$ cat src/rtl/branch_resolve_unit.sv
// Branch resolution unit: evaluates conditional branches one cycle after execute and
// trains a table of 2-bit saturating counters that drives the fetch-stage prediction.
module branch_resolve_unit #(
    parameter int XLEN        = 32,
    parameter int BHT_ENTRIES = 16,
    parameter int CNT_W       = 16
) (
    input  logic             clk,
    input  logic             rst_n,
    input  logic [XLEN-1:0]  fetch_pc,
    output logic             pred_taken,
    input  logic             ex_valid,
    input  logic             Branch,
    input  logic             flush,
    input  logic [XLEN-1:0]  ex_pc,
    input  logic [XLEN-1:0]  A,
    input  logic [XLEN-1:0]  B,
    input  logic [XLEN-1:0]  imm,
    input  logic [2:0]       funct3,
    input  logic             ex_pred,
    output logic             res_valid,
    output logic             BrTaken,
    output logic [XLEN-1:0]  br_target,
    output logic             mispredict,
    output logic             illegal,
    output logic [CNT_W-1:0] br_count,
    output logic [CNT_W-1:0] mp_count
);
    localparam int IDX_W = $clog2(BHT_ENTRIES);

    function automatic logic branch_cond(input logic [2:0] f3, input logic [XLEN-1:0] a,
                                         input logic [XLEN-1:0] b);
        logic r;
        case (f3)
            3'b000:  r = (a == b);
            3'b001:  r = (a != b);
            3'b100:  r = ($signed(a) <  $signed(b));
            3'b101:  r = ($signed(a) >= $signed(b));
            3'b110:  r = (a <  b);
            3'b111:  r = (a >= b);
            default: r = 1'b0;
        endcase
        return r;
    endfunction

    function automatic logic [1:0] sat2_update(input logic [1:0] c, input logic up);
        logic [1:0] r;
        if (up) begin
            r = (c == 2'b11) ? c : c + 2'b01;
        end else begin
            r = (c == 2'b00) ? c : c - 2'b01;
        end
        return r;
    endfunction

    function automatic logic [CNT_W-1:0] sat_inc(input logic [CNT_W-1:0] c);
        return (c == {CNT_W{1'b1}}) ? c : c + CNT_W'(1);
    endfunction

    logic [1:0]       bht_r [BHT_ENTRIES];
    logic             res_valid_r;
    logic             br_taken_r;
    logic [XLEN-1:0]  br_target_r;
    logic             mispredict_r;
    logic             illegal_r;
    logic [CNT_W-1:0] br_count_r;
    logic [CNT_W-1:0] mp_count_r;

    logic             accept_s;
    logic             illegal_s;
    logic             update_s;
    logic             taken_s;
    logic             mispredict_s;
    logic [IDX_W-1:0] ex_idx_s;
    logic [IDX_W-1:0] fetch_idx_s;
    logic [XLEN-1:0]  target_s;
    logic             unused_fetch_bits_s;

    // Decode the execute-stage branch: acceptance, legality, outcome and target.
    always_comb begin
        accept_s     = 1'b0;
        illegal_s    = 1'b0;
        update_s     = 1'b0;
        taken_s      = 1'b0;
        mispredict_s = 1'b0;
        accept_s     = ex_valid & Branch & ~flush;
        illegal_s    = (funct3[2:1] == 2'b01);
        update_s     = accept_s & ~illegal_s;
        taken_s      = branch_cond(funct3, A, B);
        if (illegal_s) begin
            mispredict_s = 1'b0;
        end else begin
            mispredict_s = taken_s ^ ex_pred;
        end
    end

    assign ex_idx_s    = ex_pc[IDX_W+1:2];
    assign fetch_idx_s = fetch_pc[IDX_W+1:2];
    assign target_s    = ex_pc + imm;

    // Only the index bits of the fetch PC select a predictor entry.
    assign unused_fetch_bits_s = ^{fetch_pc[XLEN-1:IDX_W+2], fetch_pc[1:0]};

    // Reads the stored counter, so a same-cycle update is not yet visible.
    assign pred_taken = bht_r[fetch_idx_s][1];

    // Result registers, predictor training and statistics; reset wins over acceptance.
    always_ff @(posedge clk) begin
        if (!rst_n) begin
            for (int i = 0; i < BHT_ENTRIES; i++) begin
                bht_r[i] <= 2'b01;
            end
            res_valid_r  <= 1'b0;
            br_taken_r   <= 1'b0;
            br_target_r  <= '0;
            mispredict_r <= 1'b0;
            illegal_r    <= 1'b0;
            br_count_r   <= '0;
            mp_count_r   <= '0;
        end else begin
            res_valid_r  <= accept_s;
            br_taken_r   <= accept_s & taken_s & ~illegal_s;
            mispredict_r <= accept_s & mispredict_s;
            illegal_r    <= accept_s & illegal_s;
            if (accept_s) begin
                br_target_r <= target_s;
            end
            if (update_s) begin
                bht_r[ex_idx_s] <= sat2_update(bht_r[ex_idx_s], taken_s);
                br_count_r      <= sat_inc(br_count_r);
                if (mispredict_s) begin
                    mp_count_r <= sat_inc(mp_count_r);
                end
            end
        end
    end

    assign res_valid  = res_valid_r;
    assign BrTaken    = br_taken_r;
    assign br_target  = br_target_r;
    assign mispredict = mispredict_r;
    assign illegal    = illegal_r;
    assign br_count   = br_count_r;
    assign mp_count   = mp_count_r;

endmodule

$ cat config.mk
export PLATFORM = sky130hd
export DESIGN_NAME = branch_resolve_unit
export DESIGN_NICKNAME = d
export VERILOG_FILES = /design/src/rtl/branch_resolve_unit.sv
export SDC_FILE = /design/constraint.sdc
export NUM_CORES = 1
export LEC_CHECK = 0
export BUFFER_PORTS_ARGS = -buffer_cell sky130_fd_sc_hd__buf_4
export CAP_MARGIN = 20
export CORE_ASPECT_RATIO = 1.2
export CORE_UTILIZATION = 50
export DETAILED_ROUTE_END_ITERATION = 12
export GPL_ROUTABILITY_DRIVEN = 0
export PLACE_DENSITY = 0.91
export REMOVE_ABC_BUFFERS = 1
export SETUP_SLACK_MARGIN = 0.05
export SLEW_MARGIN = 20
export SYNTH_ARGS = -nofsm -noshare
export SYNTH_HDL_FRONTEND = slang
export SYNTH_SLANG_ARGS = --single-unit
$ cat constraint.sdc
create_clock -name clk -period 7.75 [get_ports clk]
set_clock_uncertainty 0.2 [all_clocks]
set_input_delay 0.3875 -clock clk [delete_from_list [all_inputs] [get_ports clk]]
set_output_delay 0.3875 -clock clk [all_outputs]
set_load 0.01 [all_outputs]
==> flow_summary.json, run 1 <==
{
  "grt_start_max_net_pins": 62,
  "p_int_uw": 934,
  "cp_cell_sequence": "buf_4, ha_1, nand4_1, nor3_2, a21boi_2, o41a_1, nor4b_2, o21ai_2, nand2_4, maj3_2, nor2_1",
  "grt_use_met1_pct": 27.1,
  "timing.final.crit_share_pct": 40.6,
  "hpwl_um": 13800,
  "met3_usage_pct": 3.53,
  "die_area_um2": 14700,
  "yosysTopAreaCell": "dfxtp_1",
  "cts_tree": "built",
  "max_slew_margin_pct": 47.1,
  "drt_iter0_drc": 265,
  "seq_area_um2": 2320,
  "track_usage_pct": 23.8,
  "holdBufCountCts": 0,
  "crit_start": "A[11]",
  "worstRegToRegCells": 5,
  "cts_sinks": 100,
  "initial_core_util_pct": 51.4,
  "synth-main-ff-cell": "dfxtp_1",
  "postCtsSetupRepairBufs": 0,
  "vias_per_cell": 5.66,
  "die_h_um": 133,
  "cts_buffer_depth": 2,
  "finalPower_mw": 1.34,
  "synth_area_leaders": "dfxtp_1 19%, edfxtp_1 14%, ha_1 11%",
  "fin_setup_tns_ns": 0,
  "worstSetupPathType": "in -> reg",
  "synth_cells": 809,
  "p_switching_uw": 403,
  "clk_latency_ns": 0.35,
  "ys_ff_latch": 100,
  "syn_to_final_growth_pct": 27.8,
  "numPortBuffers": 209,
  "layout_commonest_cell": "buf_4",
  "synth_edf_count": 32,
  "cts_buffers": 9,
  "min_path_type": "in -> reg",
  "yosys_warnings": 0,
  "finalSetupViolCount": 0,
  "swShare_pct": 30.1,
  "std_cell_rows": 47,
  "synth_cell_types": 72,
  "critical-path-max-stage-delay_ns": 0.66,
  "rrSetupSlack_ns": 5.09,
  "drcViolationCount": 0,
  "dr.pass1.iters": 4,
  "p_per_area_nw_per_um2": 147,
  "n_antenna_cell": 0,
  "final_max_slew_viol_count": 0,
  "n_fill_cell": 1148,
  "multi_input_area_um2": 4450,
  "grt_first_pass_wirelength_um": 29000,
  "die_w_um": 111,
  "num_io_pins": 238,
  "core_um2": 13800,
  "fin_crit_ns": 3.14,
  "worst_pin_slew_ns": 0.787,
  "critPathCapture": "bht_r[2][1]",
  "clkSlewWorstSetupHoldPaths_ns": 0.07,
  "critical_path.startpoint_type": "input port",
  "netlist_area_um2": 7100,
  "clockRootBuffer": "clkbuf_16",
  "p_seq_share_pct": 41.8,
  "worstPathArrival_ns": 3.02,
  "rsz0062_at_grt": "false",
  "worst_r2r_endpoint": "bht_r[2][1]",
  "grt_pass1_vias": 6426,
  "power_frac_comb_pct": 24.1,
  "grt-ovfl-total": 0,
  "maxCapViolations": 0,
  "final_cell_mix": "212 x buf_4, 111 x nand2_1, 72 x a21oi_1, 68 x dfxtp_1, 65 x ha_1",
  "p_clk_share_pct": 34.1,
  "yosys.area.top_type_share_pct": 19.2,
  "peakVddDrop_uv": 104,
  "post_cts_resized": 0,
  "busiest_layer": "met2",
  "wl_per_cell_um": 15.1,
  "async_flop_share_pct": 0,
  "use_met2_pct": 43.7,
  "worstReg2RegStart": "bht_r[14][0]",
  "hold_viol": 0,
  "outcome": "completed",
  "postRouteWirelength_um": 17800,
  "critPathMaxFanout": 16,
  "syn_avg_cell_area_um2": 8.78,
  "nets": 1239,
  "end_kind": "register",
  "vias": 6677,
  "crit_required_ns": 7.63,
  "yosysSeqAreaShare_pct": 32.7,
  "cts_max_level": 3,
  "ant_nets": 0,
  "drive_gt1_share_pct": 27.7,
  "clock.fmax_ghz": 0.318,
  "p_leak_nw": 3.99,
  "cpMaxStageDelayCell": "maj3_2",
  "grt_antenna_before_repair": 0
}
## synth_stat cells, drive strengths merged (15+ instances only)
master and n:
nand4 15, xnor2 17, a21o 15, a21oi 73
ha 65, clkbuf 23, nor2 63, nand2b 20
nand2 112, o21ai 34, edfxtp 32, xor2 16
nand3 50, inv 50, dfxtp 68, mux2i 19
## worst max-delay path: cells and delay by family
kind | cells | cell delay [ns]
adder cells (fa/ha/maj) | 2 | 0.97
AO/OA/AOI/OAI | 3 | 0.78
buffers and inverters | 1 | 0.11
AND/OR/NAND/NOR | 5 | 0.76
## metal layers
layer,wire [um],vias to the layer above
li1,-,3291
met1,6860,3116
met2,9310,235
met3,1100,35
met4,548,0
met5,0,-
## sequential cells by signal (all words and copies together) (netlist names)
name and count:
mispredict 1, res_valid 1, br_target 32, BrTaken 1, mp_count 16, bht_r 32, illegal 1, br_count 16
## power groups by stage
stage | Clock [mW] | Combinational [mW] | Sequential, mW
2_1_floorplan | 0 | 0.190 | 0.574
3_3_place_gp | 0 | 0.311 | 0.570
3_5_place_dp | 0 | 0.320 | 0.571
4_1_cts | 0.464 | 0.322 | 0.559
5_1_grt | 0.479 | 0.356 | 0.560
6_report | 0.456 | 0.323 | 0.559
## area by class of cell
| class | count | share of cell area (%) |
|---|---|---|
| tap | 171 | 2.36 |
| clock inverter | 7 | 0.841 |
| clock buffer | 9 | 2.48 |
| multi-input combinational | 630 | 49.1 |
| inverter | 51 | 2.11 |
| sequential | 100 | 25.6 |
| timing repair buffer | 212 | 17.5 |
## cell families after synthesis
| kind of cell | Yosys count | synth area share [%] |
|---|---|---|
| AND/OR/NAND/NOR | 315 | 22.8 |
| buffers and inverters | 79 | 4.58 |
| AO/OA/AOI/OAI | 180 | 16.5 |
| adder cells (fa/ha/maj) | 68 | 12.1 |
| XOR/XNOR | 33 | 4.07 |
| flip-flops | 100 | 32.7 |
| multiplexers | 34 | 7.28 |
## per-stage QoR
step | cells | instance area, um2 | utilization (%) | setup WS (ns) | hold WS, ns
finish | 1180 | 9070 | 65.7 | 4.61 | 0.224
global route | 1180 | 9070 | 65.7 | 4.42 | 0.243
CTS | 1180 | 9070 | 65.7 | 4.61 | 0.216
detailed placement | 1164 | 8770 | 63.5 | 4.23 | 0.249
global placement | 1164 | 8770 | 63.5 | 4.29 | 0.240
floorplan | 781 | 6970 | - | 4.39 | 0.276
## how the worst min path moves through the flow
stage / start / endpoint / cells past startpoint
finish: ex_pc[31] / br_target[31] / 4
floorplan: br_target[10] / br_target[10] / 2
global placement: br_target[14] / br_target[14] / 2
detailed placement: br_target[17] / br_target[17] / 2
global route: ex_pred / mispredict / 4
CTS: ex_pc[31] / br_target[31] / 4
No activity file was read; power rests on OpenSTA's default activity.
==> inputs of run 2 (changes only) <==
Clock period 7.75 ns to 2.9 ns, I/O delays scaled along.
==> flow_summary.json, run 2 (synthesis results as in run 1) <==
{
  "cpMostUsedCell": "buf_4",
  "hpwl_um": 14700,
  "dr.pass1.iters": 5,
  "fin_crit_ns": 2.62,
  "finalPower_mw": 3.59,
  "drt_iter0_drc": 267,
  "p_leak_nw": 4.13,
  "clockRootBuffer": "clkbuf_16",
  "layoutNonFillerInstCount": 1207,
  "post_cts_resized": 0,
  "die_w_um": 111,
  "critical_path.startpoint_type": "input port",
  "max_slew_margin_pct": 59.4,
  "cp_cell_sequence": "buf_4, ha_1, nand4_1, nor3_2, a21boi_2, o41a_1, nor4b_2, o21ai_2, buf_4, a21oi_2, o2111a_1, mux2i_1",
  "outcome": "completed",
  "ant_nets": 0,
  "final_max_slew_viol_count": 0,
  "dp.cells": 1187,
  "core_um2": 13800,
  "final_area_um2": 9310,
  "grt_pass1_vias": 6689,
  "postRouteWirelength_um": 18900,
  "timing.final.crit_share_pct": 90.4,
  "hold_slack_ns": 0.0104,
  "layout_commonest_cell": "buf_4",
  "grt_antenna_before_repair": 0,
  "vias_per_cell": 5.66,
  "drcViolationCount": 0,
  "cts_buffers": 9,
  "min_path_type": "in -> reg",
  "finalSetupViolCount": 0,
  "numPortBuffers": 209,
  "clk_latency_ns": 0.34,
  "cts_sinks": 100,
  "grt_start_max_net_pins": 61,
  "nets": 1266,
  "die_h_um": 133,
  "track_usage_pct": 25.4,
  "clock.fmax_ghz": 0.381,
  "crit_required_ns": 2.97,
  "p_per_area_nw_per_um2": 386,
  "clkSlewWorstSetupHoldPaths_ns": 0.07,
  "worstPathArrival_ns": 2.69,
  "initial_core_util_pct": 51.4,
  "n_fill_cell": 1066,
  "worst_pin_slew_ns": 0.610,
  "fin_setup_tns_ns": 0,
  "maxCapViolations": 0,
  "cts_max_level": 3,
  "place_area_um2": 8980,
  "critPathMaxFanout": 4,
  "n_antenna_cell": 0,
  "peakVddDrop_uv": 260,
  "rrSetupSlack_ns": 0.35,
  "rsz0062_at_grt": "false",
  "grt-ovfl-total": 0,
  "vias": 6832,
  "cts_tree": "built",
  "drive_gt1_share_pct": 29.1,
  "postCtsSetupRepairBufs": 0,
  "hold_viol": 0,
  "final_cell_mix": "232 x buf_4, 111 x nand2_1, 72 x a21oi_1, 68 x dfxtp_1, 65 x ha_1",
  "grt_first_pass_wirelength_um": 31000,
  "syn_to_final_growth_pct": 31.1,
  "num_io_pins": 238,
  "holdBufCountCts": 4,
  "worstSetupPathType": "in -> reg",
  "wl_per_cell_um": 15.7,
  "std_cell_rows": 47,
  "critical-path-max-stage-delay_ns": 0.44,
  "cpMaxStageDelayCell": "o41a_1",
  "cts_buffer_depth": 2,
  "die_area_um2": 14700,
  "end_kind": "register"
}
[run 2: power breakdown]
| group | leakage (nW) | total (mW) | internal [mW] | switching [mW] |
|---|---|---|---|---|
| clock network | 0.136 | 1.16 | 0.597 | 0.566 |
| logic | 3.16 | 0.935 | 0.460 | 0.475 |
| registers | 0.828 | 1.49 | 1.47 | 0.0199 |
| total | 4.13 | 3.59 | 2.53 | 1.06 |
[run 2: stage by stage]
| stage | utilization (%) | worst slack [ns] |
|---|---|---|
| 3_5_place_dp | 65.0 | -0.0872 |
| 5_1_grt | 67.3 | 0.131 |
| 2_1_floorplan | - | -0.222 |
| 3_3_place_gp | 65.0 | 0.0409 |
| 6_report | 67.3 | 0.279 |
| 4_1_cts | 67.3 | 0.268 |
[run 2: path summary, 6_finish.rpt]
path	to	start	depth (start not counted)
worst max register to register	mp_count[7]	mp_count[0]	8
worst min register to register	br_target[3]	br_target[3]	2
worst min-delay path	br_target[31]	ex_pc[31]	4
worst max-delay path	mp_count[13]	A[11]	12
[run 2: cell type report]
class | count | area [um2] | share of cell area (%)
multi-input combinational | 630 | 4450 | 47.9
sequential | 100 | 2320 | 25.0
timing repair buffer | 239 | 1840 | 19.8
clock buffer | 9 | 225 | 2.42
tap | 171 | 214 | 2.30
inverter | 51 | 191 | 2.06
clock inverter | 7 | 57.6 | 0.618
[run 2: worst max-delay path, delay by kind of cell]
| kind | cells | cell delay, ns |
|---|---|---|
| AO/OA/AOI/OAI | 5 | 1.18 |
| adder cells (fa/ha/maj) | 1 | 0.32 |
| buffers and inverters | 2 | 0.27 |
| multiplexers | 1 | 0.19 |
| AND/OR/NAND/NOR | 3 | 0.58 |
[run 2: metal layers]
metal | share of wire, % | vias up | GRT usage, %
li1 | - | 3352 | -
met1 | 39 | 3162 | 29.0
met2 | 53 | 285 | 47.7
met3 | 6.0 | 33 | 3.85
met4 | 2.3 | 0 | 9.19
met5 | 0 | - | 0
==> inputs of run 3 (changes only) <==
Settings changed: BUFFER_PORTS_ARGS -buffer_cell sky130_fd_sc_hd__buf_4 to not set, DONT_BUFFER_PORTS set to 1, PLACE_DENSITY 0.91 to 0.77.
==> flow_summary.json, run 3 (synthesis results as in run 1) <==
{
  "fin_crit_ns": 2.76,
  "die_area_um2": 14700,
  "vias_per_cell": 5.97,
  "p_leak_nw": 3.14,
  "utilization_pct": 57.3,
  "max_slew_margin_pct": 59.3,
  "grt_pass1_vias": 5809,
  "peakVddDrop_uv": 326,
  "dr.pass1.iters": 4,
  "p_per_area_nw_per_um2": 431,
  "met3_usage_pct": 5.36,
  "wl_per_cell_um": 17.4,
  "worst_slack_ns": 0.140,
  "grt_antenna_before_repair": 0,
  "end_kind": "register",
  "grt-ovfl-total": 0,
  "layout_commonest_cell": "nand2_1",
  "clockRootBuffer": "clkbuf_16",
  "drcViolationCount": 0,
  "worstSetupPathType": "in -> reg",
  "place_area_um2": 7360,
  "drt_iter0_drc": 381,
  "postRouteWirelength_um": 17600,
  "std_cell_rows": 47,
  "grt_use_met1_pct": 27.2,
  "outcome": "completed",
  "drive_gt1_share_pct": 10.8,
  "cts_tree": "built",
  "clkSlewWorstSetupHoldPaths_ns": 0.07,
  "dp.cells": 971,
  "cts_sinks": 100,
  "cts_buffer_depth": 2,
  "critPathMaxFanout": 4,
  "hpwl_um": 13100,
  "final_max_slew_viol_count": 0,
  "num_io_pins": 238,
  "clk_latency_ns": 0.35,
  "critical_path.startpoint_type": "input port",
  "hold_viol": 0,
  "maxCapViolations": 0,
  "initial_core_util_pct": 51.4,
  "numPortBuffers": 0,
  "final_area_um2": 7920,
  "worst_pin_slew_ns": 0.607,
  "vias": 6039,
  "finalSetupViolCount": 0,
  "grt_first_pass_wirelength_um": 28300,
  "n_fill_cell": 1233,
  "syn_to_final_growth_pct": 11.6,
  "min_path_type": "in -> reg",
  "timing.final.crit_share_pct": 95.2,
  "die_w_um": 111,
  "rsz0062_at_grt": "false",
  "use_met2_pct": 43.3,
  "crit_required_ns": 2.94,
  "core_um2": 13800,
  "n_antenna_cell": 0,
  "nets": 1071,
  "ant_nets": 0,
  "layoutNonFillerInstCount": 1012,
  "cts_max_level": 3,
  "track_usage_pct": 23.8,
  "pre_cts_ws_ns": 0.0680,
  "worstPathArrival_ns": 2.80,
  "busiest_layer": "met2",
  "die_h_um": 133,
  "final_cell_mix": "111 x nand2_1, 70 x a21oi_1, 68 x dfxtp_1, 65 x ha_1, 51 x nor2_1",
  "hold_slack_ns": 0.00423,
  "cts_buffers": 9,
  "clock.fmax_ghz": 0.362,
  "grt_start_max_net_pins": 61
}
## run 3: cell count changes in the layout (fill, tap and decap cells not counted), sizes merged
cell | before | now
buf | 235 | 21
dlygate4sd3 | 4 | 23
## run 3: critical path, cell delays in order
cell and delay, ns:
dlygate4sd3_1 0.55, inv_1 0.08, fa_1 0.19, nor2b_1 0.08, o31ai_2 0.31, a21oi_2 0.11
a221o_1 0.36, a41o_2 0.33, and3_1 0.20, a31oi_1 0.19, xor2_1 0.19, o21ai_1 0.07
## run 3: worst paths after layout
kind         cells past startpoint           from  slack (ns)       endpoint
min                              4       ex_pc[3]       0.004    bht_r[2][1]
max reg2reg                      8    mp_count[1]        0.30    mp_count[7]
min reg2reg                      2  br_target[16]        0.31  br_target[16]
max                             12         imm[1]        0.14  br_target[24]
## run 3: what timing repair did
item	in CTS	in global routing
endpoints found under the setup margin	0	5
endpoints found under the hold margin	84	0
resized for setup	0	5
hold buffers	24	0
buffers inserted	0	1
## run 3: stage by stage
stage,power [mW],TNS (ns)
4_1_cts,3.44,0
3_3_place_gp,2.20,0
5_1_grt,3.59,0
2_1_floorplan,2.04,-2.43
6_report,3.42,0
3_5_place_dp,2.21,0
## run 3: where the power goes
part | switching (mW) | total [mW] | internal [mW]
combinational | 0.403 | 0.733 | 0.330
sequential | 0.0365 | 1.51 | 1.47
clock | 0.576 | 1.17 | 0.597
total | 1.02 | 3.42 | 2.40
## run 3: cell type report
cell class	count	area (um2)	share of cell area (%)
multi-input cells	630	4470	56.4
clock inverters	7	57.6	0.727
well taps	171	214	2.70
inverters	51	191	2.42
repair buffers	44	445	5.62
flip-flops and latches	100	2320	29.3
clock buffers	9	225	2.84
## run 3: per-layer routing
layer  wire length (um)  part of all wire [%]
met5                  0                     0
met4                356                   2.0
met3               1160                   6.6
met2               9080                    52
met1               7010                    40
